[src/rtl/memshare_pkg.sv]
// Shared defaults, FSM state encoding and width helper for the column-bank drain slice.
package memshare_pkg;

    localparam int unsigned GROUP_SIZE_DEF = 4;
    localparam int unsigned ADDR_W_DEF     = 3;
    localparam int unsigned DATA_W_DEF     = 8;

    typedef enum logic [1:0] {
        IDLE  = 2'd0,
        DRAIN = 2'd1,
        FLUSH = 2'd2
    } state_t;

    // Requestor ID width; a single-requestor group still carries a 1-bit ID.
    function automatic int unsigned calc_id_w(input int unsigned n);
        return (n > 1) ? $clog2(n) : 1;
    endfunction

endpackage

[src/rtl/memshare_lat_pipe.sv]
// READ_LAT-deep {valid,id} shift register tracking bank reads until their data returns.
module memshare_lat_pipe #(
    parameter int unsigned READ_LAT = 1,
    parameter int unsigned ID_W     = 2
) (
    input  logic            sys_clk,
    input  logic            rstn,
    input  logic            in_valid,
    input  logic [ID_W-1:0] in_id,
    output logic            out_valid,
    output logic [ID_W-1:0] out_id
);

    logic [READ_LAT-1:0] vld_q;
    logic [ID_W-1:0]     id_q [READ_LAT];

    // Idle slots carry a zero ID so resp_id rests at 0 between responses.
    always_ff @(posedge sys_clk) begin
        if (!rstn) begin
            vld_q <= '0;
            for (int s = 0; s < int'(READ_LAT); s++) begin
                id_q[s] <= '0;
            end
        end else begin
            vld_q[0] <= in_valid;
            id_q[0]  <= in_valid ? in_id : '0;
            for (int s = 1; s < int'(READ_LAT); s++) begin
                vld_q[s] <= vld_q[s-1];
                id_q[s]  <= id_q[s-1];
            end
        end
    end

    assign out_valid = vld_q[READ_LAT-1];
    assign out_id    = id_q[READ_LAT-1];

endmodule

[src/rtl/memshare_bank_drain.sv]
// Snapshots pending requests of a sharing group and drains them one per cycle
// into the shared column-bank read port, tagging returned words with requestor ID.
module memshare_bank_drain
    import memshare_pkg::*;
#(
    parameter int unsigned GROUP_SIZE = GROUP_SIZE_DEF,
    parameter int unsigned ADDR_W     = ADDR_W_DEF,
    parameter int unsigned DATA_W     = DATA_W_DEF,
    parameter int unsigned ID_W       = calc_id_w(GROUP_SIZE),
    parameter int unsigned READ_LAT   = 1,
    localparam int unsigned CNT_W     = $clog2(GROUP_SIZE + 1)
) (
    input  logic                         sys_clk,
    input  logic                         rstn,
    input  logic                         load,
    input  logic [GROUP_SIZE-1:0]        rqst_valid,
    input  logic [GROUP_SIZE*ADDR_W-1:0] rqst_addr,
    input  logic                         bank_ready,
    output logic                         bank_ren,
    output logic [ADDR_W-1:0]            bank_raddr,
    input  logic [DATA_W-1:0]            bank_rdata,
    output logic                         resp_valid,
    output logic [ID_W-1:0]              resp_id,
    output logic [DATA_W-1:0]            resp_data,
    output logic [CNT_W-1:0]             pend_cnt,
    output logic                         busy,
    output logic                         done
);

    state_t            state;
    logic [ID_W-1:0]   q_id   [GROUP_SIZE];
    logic [ADDR_W-1:0] q_addr [GROUP_SIZE];
    logic [CNT_W-1:0]  inflight;

    logic [ID_W-1:0]   cap_id   [GROUP_SIZE];
    logic [ADDR_W-1:0] cap_addr [GROUP_SIZE];
    logic [CNT_W-1:0]  cap_cnt;
    logic              issue;

    // Compaction: each valid requestor lands in the slot given by the count of valid requestors below it.
    always_comb begin
        int pos;
        pos = 0;
        for (int j = 0; j < int'(GROUP_SIZE); j++) begin
            cap_id[j]   = '0;
            cap_addr[j] = '0;
        end
        for (int k = 0; k < int'(GROUP_SIZE); k++) begin
            if (rqst_valid[k]) begin
                for (int j = 0; j < int'(GROUP_SIZE); j++) begin
                    if (pos == j) begin
                        cap_id[j]   = ID_W'(k);
                        cap_addr[j] = rqst_addr[k*ADDR_W +: ADDR_W];
                    end
                end
                pos = pos + 1;
            end
        end
        cap_cnt = CNT_W'(pos);
    end

    assign bank_ren   = (state == DRAIN) && (pend_cnt != '0);
    assign bank_raddr = q_addr[0];
    assign issue      = bank_ren && bank_ready;
    assign busy       = (state != IDLE);
    assign resp_data  = bank_rdata;
    // Last response (or an empty snapshot) ends the flush.
    assign done       = (state == FLUSH) &&
                        ((inflight == '0) || ((inflight == CNT_W'(1)) && resp_valid));

    always_ff @(posedge sys_clk) begin
        if (!rstn) begin
            state    <= IDLE;
            pend_cnt <= '0;
            inflight <= '0;
            for (int j = 0; j < int'(GROUP_SIZE); j++) begin
                q_id[j]   <= '0;
                q_addr[j] <= '0;
            end
        end else begin
            case (state)
                IDLE: begin
                    if (load) begin
                        q_id     <= cap_id;
                        q_addr   <= cap_addr;
                        pend_cnt <= cap_cnt;
                        state    <= (cap_cnt != '0) ? DRAIN : FLUSH;
                    end
                end
                DRAIN: begin
                    if (issue) begin
                        for (int j = 0; j < int'(GROUP_SIZE) - 1; j++) begin
                            q_id[j]   <= q_id[j+1];
                            q_addr[j] <= q_addr[j+1];
                        end
                        q_id[GROUP_SIZE-1]   <= '0;
                        q_addr[GROUP_SIZE-1] <= '0;
                        pend_cnt             <= pend_cnt - CNT_W'(1);
                        if (pend_cnt == CNT_W'(1)) begin
                            state <= FLUSH;
                        end
                    end
                end
                FLUSH: begin
                    if (done) begin
                        state <= IDLE;
                    end
                end
                default: state <= IDLE;
            endcase

            // Reads issued but whose data has not yet been returned.
            case ({issue, resp_valid})
                2'b10:   inflight <= inflight + CNT_W'(1);
                2'b01:   inflight <= inflight - CNT_W'(1);
                default: inflight <= inflight;
            endcase
        end
    end

    memshare_lat_pipe #(
        .READ_LAT (READ_LAT),
        .ID_W     (ID_W)
    ) u_lat_pipe (
        .sys_clk   (sys_clk),
        .rstn      (rstn),
        .in_valid  (issue),
        .in_id     (q_id[0]),
        .out_valid (resp_valid),
        .out_id    (resp_id)
    );

endmodule

[config.mk]
export PLATFORM = sky130hd
export DESIGN_NAME = memshare_bank_drain
export DESIGN_NICKNAME = d
export VERILOG_FILES = /design/src/rtl/memshare_pkg.sv /design/src/rtl/memshare_lat_pipe.sv /design/src/rtl/memshare_bank_drain.sv
export SDC_FILE = /design/constraint.sdc
export NUM_CORES = 1
export LEC_CHECK = 0
export CAP_MARGIN = 25
export CORE_MARGIN = 5
export CORE_UTILIZATION = 36
export DETAILED_ROUTE_END_ITERATION = 8
export PLACE_DENSITY = 0.58
export SETUP_SLACK_MARGIN = 0.3
export SLEW_MARGIN = 20
export SYNTH_ARGS = -nofsm -noshare
export SYNTH_HDL_FRONTEND = slang
export SYNTH_SLANG_ARGS = --single-unit
[constraint.sdc]
create_clock -name sys_clk -period 4.3 [get_ports sys_clk]
set_clock_uncertainty 0.2 [all_clocks]
set_input_delay 1.29 -clock sys_clk [delete_from_list [all_inputs] [get_ports sys_clk]]
set_output_delay 1.29 -clock sys_clk [all_outputs]
set_load 0.05 [all_outputs]
==> key figures, run 1 <==
Clock network
  • Clk_lat worst skew: 0.28 ns
  • CTS tree: yes
  • Hold_buf cts: 0
  • Cts bufs inserted: 5
  • Postcts setup bufs: 0
  • Clock Sinks: 31
  • CTS root buffer: clkbuf_8
  • H-tree levels: 2
  • PostCTS Resize Cnt: 0
  • Clock transition at the registers of the reported paths: around 0.060 ns
  • CTS max path bufs: 2

Power and ir drop
  • Worst IR drop on VDD: about 0.00017 V
  • Total power: roughly 0.86 mW
  • Leakage Power: between 0.9 and 1 nW
  • P per Cell Area: approximately 330 nW/µm²

Timing
  • Tmin final: between 3 and 4 ns
  • Peak Freq: between 0.2 and 0.3 GHz
  • Final setup fails: 0
  • Final slew viol count: 0
  • Setup tns final: 0 ns
  • Worst-margin pin slew: 0.853 ns
  • Final hold vios: 0
  • Unrepaired setup endpoints after global routing: false
  • Rel. slew slack: between 40% and 50%
  • Fin crit share: between 80% and 90%

Logic synthesis
  • Synth Area in Compound Gates: between 20% and 30%
  • Seq cells post-synth: 31
  • Syn_area_per_cell: slightly above 8 µm²
  • Post-Syn Instances: ~280
  • Post-synth top flop: dfxtp_1
  • Xor-xnor portion of the synthesized cell area: 1.17%
  • Asr flop ratio synth: 0%
  • Most common cell in the synthesized netlist: dfxtp_1
  • Dominant cell type by area after synthesis: dfxtp_1
  • Post-Synth Adder-Cell Area: 11.5%
  • Post-synthesis mux area share: 2.06%
  • Area fraction of the dominant cell type after synthesis: about 28%
  • Syn nets: roughly 330
  • Synth top cells by count: dfxtp_1 (31), ha_1 (19), o21ai_0 (19)
  • Post-synth EDFFs: 0
  • Mapped cell area: 2240 µm²
  • Simple-Gate Fraction of Synth Area: a little under a fifth
  • Synth area leaders: dfxtp_1 (28%), ha_1 (11%), o21ai_0 (4.2%)
  • Yosys cell types: 50
  • Sequential cell area fraction in the yosys report: 27.7%
  • Main combinational cell family by area after synthesis: compound AO/OA/AOI/OAI gates
  • Yosys warns: 0

Floorplanning
  • Core ar.: 5990 µm²
  • Initial Utilization: a little under two fifths
  • Die area: just under 8000 µm²
  • Die Ht: between 80 and 90 µm
  • Die X: between 80 and 90 µm
  • I/O Pins: 48
  • Num rows: 28

Worst setup path
  • Crit Reg-Reg Startpoint: state[1]
  • Critical path type: primary input to register
  • Critical path startpoint: rqst_valid[1]
  • Startpoint Class: primary input
  • Arrival time at the worst endpoint: 3.67 ns
  • R2R Setup Slk: roughly 1.9 ns
  • Reg-to-reg endpoint: q_id[7]
  • Crit path capture type: register
  • Worst Path Required: 4.31 ns
  • Worst R2R Path Depth: 5
  • Worst-path maximum fanout: 5
  • Last element of the critical path: q_id[1]

Job
  • Max-cap viol count: 0

Drt
  • Wirelength per Cell: 15.2 µm
  • Routed WL: 5.58 mm
  • # DRC: 0
  • Post-route antenna net violation count: 0
  • First-pass DRT Iterations: 4
  • Via-to-Cell Ratio: 5.49
  • Vias: around 2000
  • DRT iter0 DRCs: about 130

Global route
  • Met2 usage: between 20% and 30%
  • Largest net degree at the start of global routing: 32
  • Met1 Track Usage GR: between 20% and 30%
  • M3 GR Usage: between 3 and 4%
  • Global route overflow: 0
  • First-pass GRT wire length: roughly 9.5 mm
  • Initial antenna violation count: 0
  • Vias in the first global route: approximately 1900
  • Global Route Usage Sum: 15.4%
  • GRT busiest layer: met2

Place
  • HPWL Detailed: 4.15 mm
  • Inst Count DP: about 360
  • Placed Area: approximately 2500 µm²
  • IO buf count: 31
  • GPL Wtd Cong: roughly 0.85

Cells and area
  • Fin area: between 2000 and 3000 µm²
  • Area grow syn2layout: 16.6%
  • Final Net Count: about 340
  • Layout cells sized above 1: approximately 9%
  • Layout Cells excl Fill: 366
  • Multi-input gate area: ~1400 µm²
  • Fillers: 617
  • Reg area: slightly above 600 µm²
  • N_diodes: 0

Outcome
  • Status: completed

Min path
  • Min-Delay Path Class: register to register
[critical path, cell delays in order]
cell	delay (ns)
clkdlybuf4s50_1	0.52
inv_1	0.10
ha_1	0.26
mux2i_1	0.27
ha_1	0.22
inv_1	0.05
ha_1	0.17
mux2_4	0.25
or4_1	0.39
a21oi_1	0.14
[area by class of cell]
cell class | count | share of cell area, %
clock buffer | 7 | 2.92
clock inverter | 1 | 0.191
inverter | 19 | 2.82
multi-input combinational | 193 | 52.3
sequential | 31 | 23.7
tap | 75 | 3.59
timing repair buffer | 40 | 14.4
[through the flow]
step	setup WS, ns	util (%)	hold WS (ns)
3_5_place_dp	0.345	42.3	0.232
4_1_cts	0.646	43.7	0.243
2_1_floorplan	0.582	-	0.205
5_1_grt	0.477	43.7	0.292
3_3_place_gp	0.398	42.3	0.229
6_report	0.640	43.7	0.243
[worst min path at each step]
stage / depth (start not counted) / to / from
6_report: 2 / u_lat_pipe.id_q[0][1] / q_id[7]
5_1_grt: 2 / u_lat_pipe.id_q[0][1] / q_id[7]
4_1_cts: 2 / u_lat_pipe.id_q[0][1] / q_id[7]
3_5_place_dp: 2 / u_lat_pipe.id_q[0][1] / q_id[7]
3_3_place_gp: 2 / u_lat_pipe.id_q[0][0] / q_id[6]
2_1_floorplan: 2 / u_lat_pipe.id_q[0][0] / q_id[6]
[where the power goes]
| part | total (mW) | internal [mW] | switching [mW] |
|---|---|---|---|
| registers | 0.335 | 0.315 | 0.0198 |
| logic | 0.309 | 0.122 | 0.187 |
| clock network | 0.217 | 0.113 | 0.103 |
[placed cells by master, fill, tap and decap left out, types with 8 or more instances in the layout]
master	instances
a21oi_1	10
a31oi_1	8
buf_4	9
clkdlybuf4s50_1	31
dfxtp_1	31
ha_1	19
inv_1	18
nand2_1	15
nand4_1	9
nor2_1	18
o21ai_0	19
o31ai_1	9
[per-layer routing]
metal  part of all wire, %  up-vias
met5                     0        -
met3                   5.1       10
met1                    51      919
met2                    42       50
met4                   1.8        0
li1                      -     1029
[sequential cells by signal, indices dropped and copies added, names as in the netlist]
name and cells:
bank_raddr 3, inflight 3, pend_cnt 3, q_addr 9
q_id 8, state 2, u_lat_pipe.id_q 2, u_lat_pipe.out_valid 1
[cell families (layout without fill, tap and decap cells)]
| kind of cell | after synthesis | in the layout |
|---|---|---|
| compound gates | 86 | 86 |
| flops | 31 | 31 |
| fa+ha+maj | 20 | 20 |
| mux | 4 | 4 |
| simple gates | 80 | 80 |
| xor+xnor | 3 | 3 |
| buf+inv | 53 | 67 |
Note: power is estimated with default switching activity, not from simulation.
==> run 2, diff against run 1 <==
- SLEW_MARGIN: 20 -> default
- SYNTH_HIERARCHICAL: default -> 1
==> run 2 against run 1 <==
Compared with the run above:
- register-to-register slack got worse by 0.06 ns
- combinational power increased by 31%
- die area grew 3.2%
- setup slack worse by 0.14 ns
- sequential share of layout area fell by 0.85 points
- non-clock buffer count rose by 3
- synthesized area increased by 3.6%
- sequential cell count did not move
- via count is 2.5% higher
- global-route usage is 0.71 points lower
- wire length increased by 4.2%
- power grew 14%
==> key figures, run 2 <==
Outcome
  • Status: completed

Timing
  • Min setup slack post-route: 0.498 ns (-0.142 ns)
  • Final hold vios: 0 (unchanged)
  • Rel. slew slack: 54.1% (+11 points)
  • Tmin final: 3.80 ns (+0.142 ns)
  • Unrepaired setup endpoints after global routing: false
  • Final setup fails: 0 (unchanged)
  • Peak Freq: 0.263 GHz (-3.7%)
  • Worst-margin pin slew: 0.689 ns (-0.164 ns)
  • Final slew viol count: 0 (unchanged)
  • Setup tns final: 0 ns (unchanged)
  • Fin crit share: 88.4% (+3.3 points)
  • Fin Hold WS: 0.254 ns (+0.0110 ns)

Worst setup path
  • Startpoint Class: register
  • Worst Path Required: 2.81 ns (-1.50 ns)
  • Critical path startpoint: state[0]
  • Crit Reg-Reg Startpoint: state[0]
  • Worst-path maximum fanout: 15 (+10)
  • Reg-to-reg endpoint: inflight[2]
  • Critical path type: register to output pin
  • Crit path capture type: output pin
  • Worst R2R Path Depth: 7 (+2)
  • R2R Setup Slk: 1.83 ns (-0.06 ns)
  • Arrival time at the worst endpoint: 2.31 ns (-1.36 ns)

Logic synthesis
  • Post-Syn Instances: 283 (+2.2%)
  • Area fraction of the dominant cell type after synthesis: 26.7% (-0.97 points)
  • Asr flop ratio synth: 0% (unchanged)
  • Syn_area_per_cell: 8.21 µm² (+1.4%)
  • Post-synth EDFFs: 0 (unchanged)
  • Dominant cell type by area after synthesis: dfxtp_1
  • Seq cells post-synth: 31 (unchanged)
  • Synth area leaders: dfxtp_1 (27%), ha_1 (10%), buf_4 (4.5%)
  • Most common cell in the synthesized netlist: dfxtp_1
  • Syn nets: 331 (+1.8%)
  • Post-synth top flop: dfxtp_1
  • Sequential cell area fraction in the yosys report: 26.7% (-0.97 points)
  • Yosys warns: 6 (+6)
  • Synth top cells by count: dfxtp_1 (31), inv_1 (21), ha_1 (19)
  • Mapped cell area: 2320 µm² (+3.6%)
  • Yosys cell types: 55 (+10%)

Clock network
  • PostCTS Resize Cnt: 0 (unchanged)
  • Clock Sinks: 31 (unchanged)
  • H-tree levels: 2 (unchanged)
  • CTS tree: yes
  • CTS max path bufs: 2 (unchanged)
  • Clk_lat worst skew: 0.28 ns (about the same)
  • Cts bufs inserted: 5 (unchanged)
  • CTS root buffer: clkbuf_8
  • Clock transition at the registers of the reported paths: 0.06 ns (about the same)
  • Postcts setup bufs: 0 (unchanged)
  • Hold_buf cts: 0 (unchanged)

Cells and area
  • N_diodes: 0 (unchanged)
  • Area grow syn2layout: 16.7%
  • Top flop regs: q_addr: 9 flops, q_id: 8 flops
  • Final Net Count: 349 (+3.3%)
  • Layout cells sized above 1: 9.60% (+0.67 points)
  • Max FFs per register: 9 (unchanged)
  • Most frequent cells in the layout: dfxtp_1 (31), clkdlybuf4s50_1 (31), inv_1 (21), ha_1 (19), nor2_1 (18)
  • Largest Register: q_addr

Drt
  • # DRC: 0 (unchanged)
  • Wirelength per Cell: 15.3 µm (+0.60%)
  • Via-to-Cell Ratio: 5.43 (-0.98%)
  • Routed WL: 5.81 mm (+4.2%)
  • DRT iter0 DRCs: 96 (-28%)
  • Post-route antenna net violation count: 0 (unchanged)
  • Vias: 2059 (+2.5%)
  • First-pass DRT Iterations: 4 (unchanged)

Power and ir drop
  • Net Sw Power: 0.388 mW (+25%)
  • Total power: 0.984 mW (+14%)
  • Worst IR drop on VDD: 0.000135 V (-21%)
  • Internal power: 0.595 mW (+8.2%)
  • Sw frac: 39.5% (+3.5 points)
  • Leakage Power: 1.03 nW (+4.2%)
  • P per Cell Area: 363 nW/µm² (+10%)
  • Combinational share of power: 41.2% (+5.3 points)
  • Reg power frac: 36.2% (-2.7 points)
  • Clk network pwr share: 22.6% (-2.6 points)

Floorplanning
  • Die X: 90.4 µm (+1.6%)
  • Die area: 8160 µm² (+3.2%)
  • Initial Utilization: 36.8% (-0.63 points)
  • Num rows: 29 (+3.6%)
  • I/O Pins: 48 (unchanged)
  • Core ar.: 6310 µm² (+5.4%)
  • Die Ht: 90.4 µm (+1.6%)

Place
  • HPWL Detailed: 4.49 mm (+8.3%)
  • Place WS: 0.224 ns (-0.121 ns)
  • IO buf count: 31 (unchanged)
  • GPL Wtd Cong: 0.881 (+3.8%)

Global route
  • Vias in the first global route: 2038 (+7.8%)
  • First-pass GRT wire length: 10.0 mm (+5.4%)
  • Largest net degree at the start of global routing: 31 (-3.1%)
  • Global route overflow: 0 (unchanged)
  • Initial antenna violation count: 0 (unchanged)
  • Global Route Usage Sum: 14.7% (-0.71 points)

Min path
  • Min-Delay Path Class: register to register
  • Worst hold start: q_id[7]
  • Worst Hold Endpoint: q_id[7]
  • Hold depth: 2 (unchanged)

Job
  • Max-cap viol count: 0 (unchanged)
## run 2: cell types whose count changed after synthesis, moves of 5 or more
cell and delta:
a211oi_1 +6, a21oi_1 +7, a221oi_1 -5, clkbuf_1 -8, nand3_1 +9, nand4_1 -8, nor4_1 +7, o21ai_0 -11
o21ai_1 +7, o31ai_1 -7
## run 2: kinds of logic (layout without fill, tap and decap cells)
logic type,count (synthesis),count (layout),share of synthesized area [%]
buffers and inverters,55,74,12.3
and+or+nand+nor,87,87,20.6
muxes,6,6,2.64
AOI/OAI and AO/OA,81,81,25.6
adders and majority gates,20,20,11.1
xor gates and xnor gates,3,3,1.13
DFF,31,31,26.7
## run 2: area by class of cell
| cell class | instances | area (µm²) |
|---|---|---|
| tap | 77 | 96.3 |
| fill | 685 | 3600 |
| inverter | 23 | 86.3 |
| clock inverter | 1 | 5.00 |
| sequential | 31 | 621 |
| timing repair buffer | 43 | 400 |
| clock buffer | 7 | 76.3 |
| multi-input combinational | 197 | 1430 |
## run 2: worst max-delay path, cell delays in order, from the launching register on
cell and delay (ns):
dfxtp_1 0.68, nor2b_1 0.20, buf_4 0.19, and2_1 0.16, clkdlybuf4s50_1 0.80
## run 2: metrics by stage
step                instance area, µm²  utilization, %  std cells
CTS                               2710            42.9        379
detailed placement                2630            41.6        371
floorplan                         2330               -        283
global route                      2710            43.0        379
global placement                  2630            41.6        371
finish                            2710            43.0        379
## run 2: power by group through the flow
stage	Sequential (mW)	Clock, mW	Combinational, mW
after floorplan	0.365	0	0.313
after global placement	0.361	0	0.402
after detailed placement	0.363	0	0.406
after CTS	0.356	0.229	0.407
after global routing	0.362	0.239	0.446
final	0.356	0.222	0.405
## run 2: how the worst max path moves through the flow
stage	endpoint	slack, ns	cells after the start
2_1_floorplan	state[0]	0.48	11
3_3_place_gp	state[0]	0.27	11
3_5_place_dp	state[0]	0.22	11
4_1_cts	bank_ren	0.48	4
5_1_grt	state[1]	0.34	11
6_report	bank_ren	0.50	4
## run 2: metal layers
metal | global-route usage (%) | up-vias | part of all wire, %
met5 | 0 | - | 0
met4 | 4.22 | 0 | 1.5
met3 | 3.83 | 8 | 5.4
met2 | 23.8 | 43 | 45
met1 | 19.1 | 953 | 49
li1 | - | 1055 | -
==> run 3, diff against run 2 <==
- CORE_UTILIZATION: 36 -> 45
- PLACE_DENSITY: 0.58 -> 0.7
==> run 3 against run 2 <==
Compared with the run above:
- via count up 2.2%
- setup slack worse by 0.0055 ns
- fmax down 0.15%
- sequential cell count unchanged
- power up 7.0%
- cell count down 2.4%
- final area up 0.46%
- sequential share of layout area down 0.11 points
==> key figures, run 3 (synthesized netlist as in run 2, its figures left out) <==
Power and ir drop
  • P per Cell Area: 386 nW/µm² (+6.6%)
  • Worst IR drop on VDD: 0.000153 V (+13%)
  • Leakage Power: 1.04 nW (+0.82%)
  • Total power: 1.05 mW (+7.0%)

Timing
  • Rel. slew slack: 54.3% (+0.22 points)
  • Worst-margin pin slew: 0.686 ns (-0.00327 ns)
  • Setup tns final: 0 ns (unchanged)
  • Tmin final: 3.81 ns (+0.00552 ns)
  • Fin crit share: 88.5% (+0.13 points)
  • Fin Hold WS: 0.269 ns (+0.0153 ns)
  • Final setup fails: 0 (unchanged)
  • Final hold vios: 0 (unchanged)
  • Final slew viol count: 0 (unchanged)
  • Min setup slack post-route: 0.493 ns (-0.00552 ns)
  • Unrepaired setup endpoints after global routing: false
  • Peak Freq: 0.263 GHz (-0.15%)

Cells and area
  • N_diodes: 0 (unchanged)
  • Layout Utilization: 53.7% (+11 points)
  • Final Net Count: 347 (-0.57%)
  • Top flop regs: q_addr: 9 flops, q_id: 8 flops
  • Fin area: 2730 µm² (+0.46%)
  • Most frequent cells in the layout: dfxtp_1 (31), clkdlybuf4s50_1 (31), inv_1 (21), ha_1 (19), nor2_1 (18)
  • Layout Cells excl Fill: 370 (-2.4%)
  • Largest Register: q_addr
  • Layout cells sized above 1: 9.67% (+0.064 points)
  • Max FFs per register: 9 (unchanged)
  • Area grow syn2layout: 17.2%

Global route
  • Met1 Track Usage GR: 24.0% (+4.9 points)
  • Met2 usage: 26.8% (+3.0 points)
  • GRT busiest layer: met2
  • Global Route Usage Sum: 17.4% (+2.7 points)
  • Largest net degree at the start of global routing: 22 (-29%)
  • Global route overflow: 0 (unchanged)
  • Initial antenna violation count: 0 (unchanged)
  • First-pass GRT wire length: 9.29 mm (-7.2%)
  • M3 GR Usage: 2.08% (-1.7 points)
  • Vias in the first global route: 2012 (-1.3%)

Place
  • Placed Area: 2600 µm² (-0.90%)
  • Inst Count DP: 362 (-2.4%)
  • Place WS: 0.221 ns (-0.00333 ns)
  • IO buf count: 31 (unchanged)
  • HPWL Detailed: 4.22 mm (-6.0%)
  • GPL Wtd Cong: 0.961 (+9.1%)

Drt
  • Via-to-Cell Ratio: 5.69 (+4.7%)
  • DRT iter0 DRCs: 126 (+31%)
  • Post-route antenna net violation count: 0 (unchanged)
  • # DRC: 0 (unchanged)
  • Wirelength per Cell: 14.7 µm (-3.8%)
  • First-pass DRT Iterations: 4 (unchanged)
  • Vias: 2104 (+2.2%)
  • Routed WL: 5.46 mm (-6.1%)

Clock network
  • Postcts setup bufs: 0 (unchanged)
  • Clock Sinks: 31 (unchanged)
  • Clk_lat worst skew: 0.28 ns (about the same)
  • Cts bufs inserted: 5 (unchanged)
  • CTS tree: yes
  • Hold_buf cts: 0 (unchanged)
  • CTS max path bufs: 2 (unchanged)
  • H-tree levels: 2 (unchanged)
  • CTS root buffer: clkbuf_8
  • Clock transition at the registers of the reported paths: 0.07 ns (about the same)

Floorplanning
  • Die area: 6700 µm² (-18%)
  • Die X: 81.9 µm (-9.4%)
  • Die Ht: 81.9 µm (-9.4%)
  • Core ar.: 5070 µm² (-20%)
  • Num rows: 26 (-10%)
  • Initial Utilization: 45.8% (+9.0 points)
  • I/O Pins: 48 (unchanged)

Worst setup path
  • Crit path capture type: output pin
  • Reg-to-reg endpoint: q_id[6]
  • Worst Path Required: 2.81 ns (about the same)
  • Worst-path maximum fanout: 15 (unchanged)
  • Worst path max stage delay: 0.81 ns (about the same)
  • CP max stage cell: clkdlybuf4s50_1
  • Startpoint Class: register
  • Crit Reg-Reg Startpoint: state[1]
  • Last element of the critical path: bank_ren
  • Worst R2R Path Depth: 5 (-2)
  • Arrival time at the worst endpoint: 2.32 ns (about the same)
  • Worst-path cell chain: nor2b_1 -> buf_4 -> and2_1 -> clkdlybuf4s50_1
  • Critical path type: register to output pin
  • Critical path startpoint: state[0]
  • R2R Setup Slk: 1.75 ns (-0.08 ns)

Min path
  • Min-Delay Path Class: register to register

Job
  • Max-cap viol count: 0 (unchanged)

Outcome
  • Status: completed
-- run 3: cell count changes in the layout (fill, tap and decap cells not counted) --
cell       before  now
buf_4          12   10
clkbuf_1        2    0
bufinv_16       0    1
clkbuf_8        5    6
-- run 3: worst min-delay path by stage --
stage | startpoint | end | slack (ns) | depth (start not counted)
after floorplan | q_id[7] | q_id[7] | 0.23 | 2
after global placement | q_addr[5] | q_addr[5] | 0.25 | 2
after detailed placement | q_addr[8] | q_addr[8] | 0.25 | 2
after CTS | q_addr[8] | q_addr[8] | 0.27 | 2
after global routing | bank_raddr[2] | bank_raddr[2] | 0.30 | 2
final | q_addr[8] | q_addr[8] | 0.27 | 2
-- run 3: cell type report --
cell class / instances / area [µm²]
clock buffers: 6 / 82.6
clock inverters: 2 / 35.0
fillers: 481 / 2350
inverters: 23 / 86.3
multi-input cells: 197 / 1430
flip-flops and latches: 31 / 621
well taps: 70 / 87.6
repair buffers: 41 / 385
-- run 3: worst max-delay path, delay by kind of cell, from the launching register on --
family | cells | cell delay (ns)
flops | 1 | 0.69
simple gates | 2 | 0.36
buf+inv | 2 | 1.00
-- run 3: what timing repair did --
action / in CTS / in global routing
endpoints found under the setup margin: 0 / 2
endpoints found under the hold margin: 0 / 0
gates resized for setup: 0 / 1
-- run 3: power breakdown --
part           internal (mW)  total [mW]  switching [mW]
Clock                  0.187       0.293           0.106
Combinational          0.157       0.402           0.245
Sequential             0.324       0.358          0.0332
-- run 3: metal layers --
| layer | part of all wire [%] | vias to the layer above | wire, µm |
|---|---|---|---|
| met2 | 45 | 59 | 2450 |
| met5 | 0 | - | 0 |
| met3 | 4.6 | 13 | 249 |
| met1 | 48 | 985 | 2630 |
| met4 | 2.4 | 0 | 131 |
| li1 | - | 1047 | - |
